--- config.mk ---
export PLATFORM = sky130hd
export DESIGN_NAME = rt_cmd_scheduler_flat
export DESIGN_NICKNAME = d
export VERILOG_FILES = /design/src/rtl/rt_cmd_scheduler_pkg.sv /design/src/rtl/rt_cmd_scheduler_if.sv /design/src/rtl/rt_cmd_scheduler_wr_pulse_gen.sv /design/src/rtl/rt_cmd_scheduler.sv /design/src/flat_wrapper.sv
export SDC_FILE = /design/constraint.sdc
export NUM_CORES = 2
export LEC_CHECK = 0
export ABC_AREA = 1
export ABC_CLOCK_PERIOD_IN_PS = 40800
export CAP_MARGIN = 25
export CORE_AREA = 3 3 449 451
export DETAILED_ROUTE_END_ITERATION = 8
export DIE_AREA = 0 0 452 454
export PLACE_DENSITY = 0.6
export SYNTH_ARGS = -nofsm -noshare
export SYNTH_HDL_FRONTEND = slang
export SYNTH_SLANG_ARGS = --single-unit
--- constraint.sdc ---
create_clock -name clk -period 40.8 [get_ports clk]
set_input_delay 8.16 -clock clk [delete_from_list [all_inputs] [get_ports clk]]
set_output_delay 8.16 -clock clk [all_outputs]
set_load 0.02 [all_outputs]
--- src/rtl/rt_cmd_scheduler_pkg.sv ---
// rt_cmd_pkg: shared types for the real-time command write scheduler.
// Holds the command bundle layout, its width and the write-timer state enum.
package rt_cmd_pkg;

   localparam int CMD_W = 338;

   typedef struct packed {
      logic [47:0] FREQ;
      logic [47:0] FREQ_STEP;
      logic [31:0] FREQ_RATE;
      logic [63:0] TIME_START;
      logic [15:0] N_impuls;
      logic [1:0]  TYPE_impulse;
      logic [31:0] Interval_Ti;
      logic [31:0] Interval_Tp;
      logic [31:0] Tblank1;
      logic [31:0] Tblank2;
   } cmd_t;

   typedef enum logic [1:0] {
      ST_IDLE  = 2'd0,
      ST_SETUP = 2'd1,
      ST_WRITE = 2'd2,
      ST_GAP   = 2'd3
   } wr_state_t;

   // Returns the base command with its start time replaced.
   function automatic cmd_t cmd_with_time_start(input cmd_t base, input logic [63:0] ts);
      cmd_t c;
      c            = base;
      c.TIME_START = ts;
      return c;
   endfunction

endpackage

--- src/rtl/rt_cmd_scheduler_if.sv ---
// rt_cmd_scheduler_if: MCU one-shot, auto-repeat and wcm write-port signals.
// master = requester/consumer side, slave = the scheduler.
interface rt_cmd_scheduler_if;
   import rt_cmd_pkg::*;

   logic [63:0] TIME;
   logic        SYS_TIME_UPDATE_OK;
   cmd_t        MCU_CMD;
   logic        MCU_WR;
   logic        MCU_BUSY;
   logic        MCU_DROP;
   cmd_t        REP_CMD;
   logic [63:0] REP_PERIOD;
   logic [15:0] REP_COUNT;
   logic        REP_START;
   logic        REP_ABORT;
   logic        REP_ACTIVE;
   logic        REP_DONE;
   logic        ERR_LATE;
   cmd_t        CMD_OUT;
   logic        SPI_WR;

   modport master (
      output TIME, SYS_TIME_UPDATE_OK, MCU_CMD, MCU_WR,
             REP_CMD, REP_PERIOD, REP_COUNT, REP_START, REP_ABORT,
      input  MCU_BUSY, MCU_DROP, REP_ACTIVE, REP_DONE, ERR_LATE, CMD_OUT, SPI_WR
   );

   modport slave (
      input  TIME, SYS_TIME_UPDATE_OK, MCU_CMD, MCU_WR,
             REP_CMD, REP_PERIOD, REP_COUNT, REP_START, REP_ABORT,
      output MCU_BUSY, MCU_DROP, REP_ACTIVE, REP_DONE, ERR_LATE, CMD_OUT, SPI_WR
   );

endinterface

--- src/rtl/rt_cmd_scheduler_wr_pulse_gen.sv ---
// rt_wr_pulse_gen: SETUP / WRITE / GAP timer for the wcm SPI_WR strobe.
// A grant starts one write. busy is low in IDLE and in the final GAP cycle,
// which is where the next grant may be taken so back-to-back writes start
// exactly 1 + WR_PULSE_LEN + WR_GAP cycles apart.
module rt_wr_pulse_gen
   import rt_cmd_pkg::*;
#(
   parameter int unsigned WR_PULSE_LEN = 5,
   parameter int unsigned WR_GAP       = 4
)(
   input  logic clk,
   input  logic rst,
   input  logic i_grant,
   output logic o_busy,
   output logic o_gap_enter,
   output logic o_spi_wr
);

   localparam logic [15:0] PULSE_LAST = 16'(WR_PULSE_LEN - 1);
   localparam logic [15:0] GAP_LAST   = 16'(WR_GAP - 1);

   wr_state_t   r_state;
   logic [15:0] r_cnt;
   logic        r_spi_wr;
   logic        w_cnt_zero;

   assign w_cnt_zero  = (r_cnt == 16'd0);
   assign o_gap_enter = (r_state == ST_WRITE) && w_cnt_zero;
   assign o_busy      = !((r_state == ST_IDLE) || ((r_state == ST_GAP) && w_cnt_zero));
   assign o_spi_wr    = r_spi_wr;

   // Write-cycle state machine with registered SPI_WR.
   always_ff @(posedge clk or posedge rst) begin
      if (rst) begin
         r_state  <= ST_IDLE;
         r_cnt    <= 16'd0;
         r_spi_wr <= 1'b0;
      end else begin
         case (r_state)
            ST_IDLE: begin
               if (i_grant) begin
                  r_state <= ST_SETUP;
               end
            end
            ST_SETUP: begin
               r_state  <= ST_WRITE;
               r_cnt    <= PULSE_LAST;
               r_spi_wr <= 1'b1;
            end
            ST_WRITE: begin
               if (w_cnt_zero) begin
                  r_state  <= ST_GAP;
                  r_cnt    <= GAP_LAST;
                  r_spi_wr <= 1'b0;
               end else begin
                  r_cnt <= r_cnt - 16'd1;
               end
            end
            ST_GAP: begin
               if (!w_cnt_zero) begin
                  r_cnt <= r_cnt - 16'd1;
               end else if (i_grant) begin
                  r_state <= ST_SETUP;
               end else begin
                  r_state <= ST_IDLE;
               end
            end
            default: begin
               r_state  <= ST_IDLE;
               r_cnt    <= 16'd0;
               r_spi_wr <= 1'b0;
            end
         endcase
      end
   end

endmodule

--- src/rtl/rt_cmd_scheduler.sv ---
// rt_cmd_scheduler: shares the wcm command write port between one-shot MCU
// commands (fixed priority) and an auto-repeat engine that advances
// TIME_START by a fixed period per entry.
// Optional build macro RT_LATE_SKIP_EN: skip repeat entries whose start time
// is not beyond TIME + LEAD and flag them on ERR_LATE.
module rt_cmd_scheduler
   import rt_cmd_pkg::*;
#(
   parameter int unsigned WR_PULSE_LEN = 5,
   parameter int unsigned WR_GAP       = 4,
   parameter int unsigned LEAD         = 64
)(
   input logic               clk,
   input logic               rst,
   rt_cmd_scheduler_if.slave bus
);

   logic        r_mcu_wr_q;
   logic        r_sys_q;
   logic        r_mcu_full;
   cmd_t        r_mcu_buf;
   logic        r_mcu_drop;
   logic        r_rep_active;
   cmd_t        r_rep_base;
   logic [63:0] r_rep_period;
   logic [15:0] r_rep_remaining;
   logic [63:0] r_next_ts;
   logic        r_rep_done;
   logic        r_err_late;
   cmd_t        r_cmd_out;
   logic        r_cur_mcu;
   logic        r_cur_rep;

   logic        w_mcu_edge;
   logic        w_abort;
   logic        w_start;
   logic        w_arb;
   logic        w_mcu_req;
   logic        w_rep_req;
   logic        w_late;
   logic        w_grant_mcu;
   logic        w_grant_rep;
   logic        w_skip;
   logic        w_grant;
   logic        w_done;
   logic        w_pg_busy;
   logic        w_gap_enter;
   logic        w_spi_wr;
   cmd_t        w_mcu_src;
   cmd_t        w_rep_cmd;
   logic [CMD_W-1:0] w_cmd_out_bits;

   assign w_mcu_edge = bus.MCU_WR & ~r_mcu_wr_q;
   assign w_abort    = bus.REP_ABORT | (bus.SYS_TIME_UPDATE_OK & ~r_sys_q);
   assign w_start    = bus.REP_START & ~r_rep_active & ~w_abort;
   assign w_arb      = ~w_pg_busy;
   assign w_mcu_req  = r_mcu_full | w_mcu_edge;
   assign w_rep_req  = r_rep_active & (r_rep_remaining != 16'd0) & ~w_abort;
   assign w_done     = w_arb & r_rep_active & (r_rep_remaining == 16'd0) & ~w_abort;
   assign w_grant    = w_grant_mcu | w_grant_rep;
   assign w_mcu_src  = r_mcu_full ? r_mcu_buf : bus.MCU_CMD;
   assign w_rep_cmd  = cmd_with_time_start(r_rep_base, r_next_ts);

`ifdef RT_LATE_SKIP_EN
   logic [63:0] w_late_limit;
   assign w_late_limit = bus.TIME + 64'(LEAD);
   assign w_late       = (r_next_ts <= w_late_limit);
`else
   logic w_unused_cfg;
   assign w_late       = 1'b0;
   assign w_unused_cfg = ^{bus.TIME, 32'(LEAD)};
`endif

   // Grant at most one write per arbitration slot, MCU before repeat.
   always_comb begin
      w_grant_mcu = 1'b0;
      w_grant_rep = 1'b0;
      w_skip      = 1'b0;
      if (w_arb) begin
         if (w_mcu_req) begin
            w_grant_mcu = 1'b1;
         end else if (w_rep_req) begin
            if (w_late) begin
               w_skip = 1'b1;
            end else begin
               w_grant_rep = 1'b1;
            end
         end else begin
            w_grant_rep = 1'b0;
         end
      end else begin
         w_grant_mcu = 1'b0;
      end
   end

   rt_wr_pulse_gen #(
      .WR_PULSE_LEN (WR_PULSE_LEN),
      .WR_GAP       (WR_GAP)
   ) u_pulse (
      .clk         (clk),
      .rst         (rst),
      .i_grant     (w_grant),
      .o_busy      (w_pg_busy),
      .o_gap_enter (w_gap_enter),
      .o_spi_wr    (w_spi_wr)
   );

   // Previous-sample registers for MCU_WR and SYS_TIME_UPDATE_OK edge detection.
   always_ff @(posedge clk or posedge rst) begin
      if (rst) begin
         r_mcu_wr_q <= 1'b0;
         r_sys_q    <= 1'b0;
      end else begin
         r_mcu_wr_q <= bus.MCU_WR;
         r_sys_q    <= bus.SYS_TIME_UPDATE_OK;
      end
   end

   // One-entry MCU buffer: fill on edge when empty, free when its write enters GAP.
   always_ff @(posedge clk or posedge rst) begin
      if (rst) begin
         r_mcu_full <= 1'b0;
         r_mcu_buf  <= '0;
         r_mcu_drop <= 1'b0;
      end else begin
         r_mcu_drop <= w_mcu_edge & r_mcu_full;
         if (w_mcu_edge && !r_mcu_full) begin
            r_mcu_full <= 1'b1;
            r_mcu_buf  <= bus.MCU_CMD;
         end else if (w_gap_enter && r_cur_mcu) begin
            r_mcu_full <= 1'b0;
         end
      end
   end

   // Command output register and source of the write in flight.
   always_ff @(posedge clk or posedge rst) begin
      if (rst) begin
         r_cmd_out <= '0;
         r_cur_mcu <= 1'b0;
         r_cur_rep <= 1'b0;
      end else begin
         if (w_grant_mcu) begin
            r_cmd_out <= w_mcu_src;
            r_cur_mcu <= 1'b1;
            r_cur_rep <= 1'b0;
         end else if (w_grant_rep) begin
            r_cmd_out <= w_rep_cmd;
            r_cur_mcu <= 1'b0;
            r_cur_rep <= 1'b1;
         end else if (w_abort) begin
            // an aborted sequence's in-flight write must not advance a later one
            r_cur_rep <= 1'b0;
         end
      end
   end

   // Repeat engine: start/abort, per-entry advance, completion and late-skip.
   always_ff @(posedge clk or posedge rst) begin
      if (rst) begin
         r_rep_active    <= 1'b0;
         r_rep_base      <= '0;
         r_rep_period    <= 64'd0;
         r_rep_remaining <= 16'd0;
         r_next_ts       <= 64'd0;
         r_rep_done      <= 1'b0;
         r_err_late      <= 1'b0;
      end else begin
         r_rep_done <= 1'b0;
         r_err_late <= 1'b0;
         if (w_abort) begin
            r_rep_active <= 1'b0;
         end else if (w_start) begin
            r_rep_base      <= bus.REP_CMD;
            r_rep_period    <= bus.REP_PERIOD;
            r_rep_remaining <= bus.REP_COUNT;
            r_next_ts       <= bus.REP_CMD.TIME_START;
            r_rep_active    <= (bus.REP_COUNT != 16'd0);
            r_rep_done      <= (bus.REP_COUNT == 16'd0);
         end else if (w_done) begin
            r_rep_active <= 1'b0;
            r_rep_done   <= 1'b1;
         end else if (w_skip) begin
            r_next_ts       <= r_next_ts + r_rep_period;
            r_rep_remaining <= r_rep_remaining - 16'd1;
            r_err_late      <= 1'b1;
         end else if (w_gap_enter && r_cur_rep && r_rep_active) begin
            r_next_ts       <= r_next_ts + r_rep_period;
            r_rep_remaining <= r_rep_remaining - 16'd1;
         end
      end
   end

   assign w_cmd_out_bits = r_cmd_out;
   assign bus.CMD_OUT    = w_cmd_out_bits;
   assign bus.SPI_WR     = w_spi_wr;
   assign bus.MCU_BUSY   = r_mcu_full;
   assign bus.MCU_DROP   = r_mcu_drop;
   assign bus.REP_ACTIVE = r_rep_active;
   assign bus.REP_DONE   = r_rep_done;
   assign bus.ERR_LATE   = r_err_late;

endmodule

--- src/flat_wrapper.sv ---
// flat-port wrapper written by rule: the top's interface ports become plain ports
module rt_cmd_scheduler_flat import rt_cmd_pkg::*;
#(
   parameter int unsigned WR_PULSE_LEN = 5,
   parameter int unsigned WR_GAP       = 4,
   parameter int unsigned LEAD         = 64
)
  (clk, rst, bus_TIME, bus_SYS_TIME_UPDATE_OK, bus_MCU_CMD, bus_MCU_WR, bus_REP_CMD, bus_REP_PERIOD, bus_REP_COUNT, bus_REP_START, bus_REP_ABORT, bus_MCU_BUSY, bus_MCU_DROP, bus_REP_ACTIVE, bus_REP_DONE, bus_ERR_LATE, bus_CMD_OUT, bus_SPI_WR);
  rt_cmd_scheduler_if bus_i ();
  input logic clk;
  input logic rst;
  input wire logic [$bits(bus_i.TIME)-1:0] bus_TIME;
  input wire logic [$bits(bus_i.SYS_TIME_UPDATE_OK)-1:0] bus_SYS_TIME_UPDATE_OK;
  input wire logic [$bits(bus_i.MCU_CMD)-1:0] bus_MCU_CMD;
  input wire logic [$bits(bus_i.MCU_WR)-1:0] bus_MCU_WR;
  input wire logic [$bits(bus_i.REP_CMD)-1:0] bus_REP_CMD;
  input wire logic [$bits(bus_i.REP_PERIOD)-1:0] bus_REP_PERIOD;
  input wire logic [$bits(bus_i.REP_COUNT)-1:0] bus_REP_COUNT;
  input wire logic [$bits(bus_i.REP_START)-1:0] bus_REP_START;
  input wire logic [$bits(bus_i.REP_ABORT)-1:0] bus_REP_ABORT;
  output wire logic [$bits(bus_i.MCU_BUSY)-1:0] bus_MCU_BUSY;
  output wire logic [$bits(bus_i.MCU_DROP)-1:0] bus_MCU_DROP;
  output wire logic [$bits(bus_i.REP_ACTIVE)-1:0] bus_REP_ACTIVE;
  output wire logic [$bits(bus_i.REP_DONE)-1:0] bus_REP_DONE;
  output wire logic [$bits(bus_i.ERR_LATE)-1:0] bus_ERR_LATE;
  output wire logic [$bits(bus_i.CMD_OUT)-1:0] bus_CMD_OUT;
  output wire logic [$bits(bus_i.SPI_WR)-1:0] bus_SPI_WR;
  assign bus_i.TIME = bus_TIME;
  assign bus_i.SYS_TIME_UPDATE_OK = bus_SYS_TIME_UPDATE_OK;
  assign bus_i.MCU_CMD = bus_MCU_CMD;
  assign bus_i.MCU_WR = bus_MCU_WR;
  assign bus_i.REP_CMD = bus_REP_CMD;
  assign bus_i.REP_PERIOD = bus_REP_PERIOD;
  assign bus_i.REP_COUNT = bus_REP_COUNT;
  assign bus_i.REP_START = bus_REP_START;
  assign bus_i.REP_ABORT = bus_REP_ABORT;
  assign bus_MCU_BUSY = bus_i.MCU_BUSY;
  assign bus_MCU_DROP = bus_i.MCU_DROP;
  assign bus_REP_ACTIVE = bus_i.REP_ACTIVE;
  assign bus_REP_DONE = bus_i.REP_DONE;
  assign bus_ERR_LATE = bus_i.ERR_LATE;
  assign bus_CMD_OUT = bus_i.CMD_OUT;
  assign bus_SPI_WR = bus_i.SPI_WR;
  rt_cmd_scheduler #(.WR_PULSE_LEN(WR_PULSE_LEN), .WR_GAP(WR_GAP), .LEAD(LEAD)) u_core (.clk(clk), .rst(rst), .bus(bus_i));
endmodule
==> impl_metrics.ini <==
[outcome]
status = complete, no violations

[pwr]
p_int_mw = 3.222
pwr-share-comb_pct = 45.1
pwr-share-seq_pct = 32.7
p_clk_share_pct = 22.1
ir_drop_mv = 0.06901
powerDensity_nw_per_um2 = 77.23
swShare_pct = 43.02
power_mw = 5.655
leakage_nw = 35.83
p_sw_mw = 2.433

[cells_and_area]
syn2layout_area_growth_pct = 32.04
postLayoutCoreUtil_pct = 37.05
n_fill_cell = 20430
final_nets = 9265
drive_gt1_share_pct = 3.447

[critical_path]
cp-end-kind = flop
critPathMaxFanout = 182
crit_path_max_incr_delay_ns = 0.85
cp_data_required_time_ns = 41.51
crit_type = in -> reg
r2r_cells = 14
path_buf_inv = 5
crit_arrival_ns = 14.08
crit_chain = clkdlybuf4s50_1, a21oi_1, nand3_1, nor2_1, nand2_2, nand2_8, buf_4, buf_4, buf_4, buf_12, nor2_1, a31oi_1
r2r_slack_ns = 34.50
crit_path_frequent_cell = buf_4
critPathTopFamily = buffers and inverters
rr_startpoint = u_core.u_pulse.r_cnt[0]
startpoint_type = input pin
r2r-end = u_core.bus.CMD_OUT[53]
cp_slowest_cell = buf_4

[sta]
postLayoutSetupSlackWorst_ns = 27.42
period_share_pct = 32.79
finalClockSkew_ns = 0.04072
slew_violations = 0
period_needed_ns = 13.38
final.setup.tns_ns = 0
fin_hold_ws_ns = 0.4766
rsz0062_at_grt = no
finalHoldViolations = 0
clock.fmax_mhz = 74.76
max_slew_margin_pct = 10.23
tightest_slew_ns = 1.347
setup_viol = 0

[synth]
synthCells = 7475
synth.avg_cell_area_um2 = 7.418
synth_cell_types = 40
ys_seq_area_share_pct = 50.59
synth_ff_type = dfrtp_1
synth_edf_count = 0
synthArstFlopShare_pct = 100.0
synth_warnings = 0
syn_area_um2 = 55450
synth_nets = 8371
ys_ff_latch = 1121

[routing]
vias_per_cell = 4.696
avgRoutedWirePerCell_um = 19.97
drt-pass1-iter-count = 9
drc = 0
ant_nets = 0
via_count = 52430
wirelength_um = 222900
drt_iter0_markers = 4949

[clock_tree]
path_clk_slew_ns = 0.06
post_cts_buffers = 0
cts_sinks = 1121
cts-root-buf = clkbuf_16
clk_path_buf_depth = 3
cts_tree = done
post_cts_resized = 0
ctsHoldBuffers = 0
clock_latency_ns = 0.78
cts_made_buffers = 137
htree_levels = 4

[grt]
antenna_found_initial = 70
grt_usage_pct = 20.96
grt_pass1_wl_um = 326000
grt_pass1_vias = 49920
grt_max_degree = 200
gr-total-overflow = 0

[floorplanning]
die_h_um = 454
num_rows = 163
start_util_pct = 28.06
die_w_um = 452
num_io_pins = 1170
die-area_um2 = 205200
core_area_um2 = 197600

[worst_hold_path]
min_path_cells = 2
hold_path_end = u_core.r_rep_base[91]
hp-class = reg -> reg
min-delay-start = u_core.r_rep_base[91]

[run]
cap_violations = 0

[placed_design]
port-buffer-count = 1104
hpwl_um = 162400
gp_congestion = 0.9773
place_worst_setup_slack_ns = 26.51
==> power groups by stage <==
stage	Clock, mW	Sequential, mW	Combinational (mW)
global placement	0	1.84	2.53
detailed placement	0	1.86	2.56
floorplan	0	1.99	1.43
CTS	1.28	1.85	2.57
global route	1.33	1.90	2.84
finish	1.25	1.85	2.55
==> how the worst max path moves through the flow <==
stage,from,cells past startpoint,endpoint
global placement,bus_SYS_TIME_UPDATE_OK,11,u_core.bus.CMD_OUT[320]
floorplan,rst,1,u_core.bus.CMD_OUT[0]
global route,bus_SYS_TIME_UPDATE_OK,12,u_core.bus.CMD_OUT[49]
CTS,bus_SYS_TIME_UPDATE_OK,12,u_core.bus.CMD_OUT[320]
finish,bus_SYS_TIME_UPDATE_OK,12,u_core.bus.CMD_OUT[53]
detailed placement,bus_SYS_TIME_UPDATE_OK,11,u_core.bus.CMD_OUT[0]
==> stage by stage <==
| stage | area [um^2] | cells |
|---|---|---|
| finish | 73220 | 11170 |
| global route | 73210 | 11160 |
| CTS | 73030 | 11110 |
| detailed placement | 68400 | 10870 |
| global placement | 68380 | 10870 |
| floorplan | 55450 | 7475 |
==> per-layer routing <==
metal | share of wire [%] | track usage [%]
met1 | 41 | 26.29
met4 | 4.8 | 10.36
met3 | 5.7 | 3.653
met5 | 0.036 | 0
met2 | 48 | 34.81
==> synth_stat cells, types with 2 or more instances <==
cell | number | area, um^2
buf_2 | 76 | 380.4
nand2_2 | 2 | 12.51
buf_8 | 2 | 30.03
xor2_1 | 26 | 227.7
inv_1 | 705 | 2646
mux2i_1 | 3 | 30.03
nor3_1 | 20 | 100.1
o21bai_1 | 12 | 90.09
a31oi_1 | 343 | 2146
nor2_1 | 591 | 2218
nand3_1 | 105 | 525.5
buf_4 | 25 | 187.7
nand3_2 | 2 | 20.02
o2111ai_1 | 3 | 26.28
inv_2 | 5 | 18.77
ha_1 | 69 | 863.3
nand4_1 | 14 | 87.58
nor2_2 | 2 | 12.51
buf_6 | 32 | 360.4
dfrtp_1 | 1121 | 28050
o21ai_0 | 742 | 3714
xnor2_1 | 19 | 166.4
nand3b_1 | 4 | 30.03
nor4_1 | 6 | 37.54
o31ai_1 | 2 | 15.01
buf_1 | 17 | 63.81
clkbuf_1 | 253 | 949.7
a21oi_1 | 55 | 275.3
nand2_1 | 3208 | 12040
==> sequential cells by signal, indices dropped and copies added, names as in the netlist, 2 cells and up <==
signal and cells:
u_core.bus.CMD_OUT 338, u_core.r_mcu_buf 338, u_core.r_next_ts 64, u_core.r_rep_base 274, u_core.r_rep_period 64, u_core.r_rep_remaining 16, u_core.u_pulse.r_cnt 16, u_core.u_pulse.r_state 2
==> placed cells by master, fill, tap and decap left out, drive strengths merged, types with 2 or more instances in the layout <==
cell / Yosys / layout
clkinv: 1 / 25
clkdlybuf4s50: 0 / 1104
nand3: 107 / 107
ha: 69 / 69
dfrtp: 1121 / 1121
mux2i: 3 / 3
xnor2: 19 / 19
o2111ai: 3 / 3
bufinv: 0 / 7
xor2: 26 / 26
nand4: 14 / 14
nor2: 594 / 594
nor4: 6 / 6
o31ai: 2 / 2
nand2: 3211 / 3211
nand3b: 5 / 5
o21ai: 743 / 743
inv: 710 / 720
buf: 152 / 56
a21oi: 55 / 55
a31oi: 343 / 343
clkbuf: 253 / 193
nor3: 20 / 20
diode: 0 / 55
o21bai: 12 / 12
clkinvlp: 0 / 6
==> cell type report <==
type,instances,area (um^2),area share [%]
Sequential cell,1121,28060,38.32
Inverter,711,2691,3.676
Multi-Input combinational cell,5238,22800,31.15
Timing Repair Buffer,1160,11600,15.84
Clock buffer,193,3960,5.409
Tap cell,2640,3303,4.511
Antenna cell,55,137.6,0.1880
Clock inverter,47,668.1,0.9125
==> logic make-up (layout without fill, tap and decap cells) <==
kind of cell | after synthesis | count (layout) | synth area share, %
multiplexers | 3 | 3 | 0.05416
flip-flops | 1121 | 1121 | 50.59
buffers and inverters | 1116 | 2111 | 8.369
AO/OA/AOI/OAI | 1161 | 1161 | 11.37
AND/OR/NAND/NOR | 3958 | 3958 | 27.31
XOR/XNOR | 45 | 45 | 0.7108
other | 1 | 56 | 0.006763
adder cells (fa/ha/maj) | 70 | 70 | 1.593
==> worst min-delay path: stages, from the launching register on <==
cell	delay, ns
dfrtp_1	0.34
nand2_1	0.05
nand2_1	0.05
No activity file was read; power rests on OpenSTA's default activity.
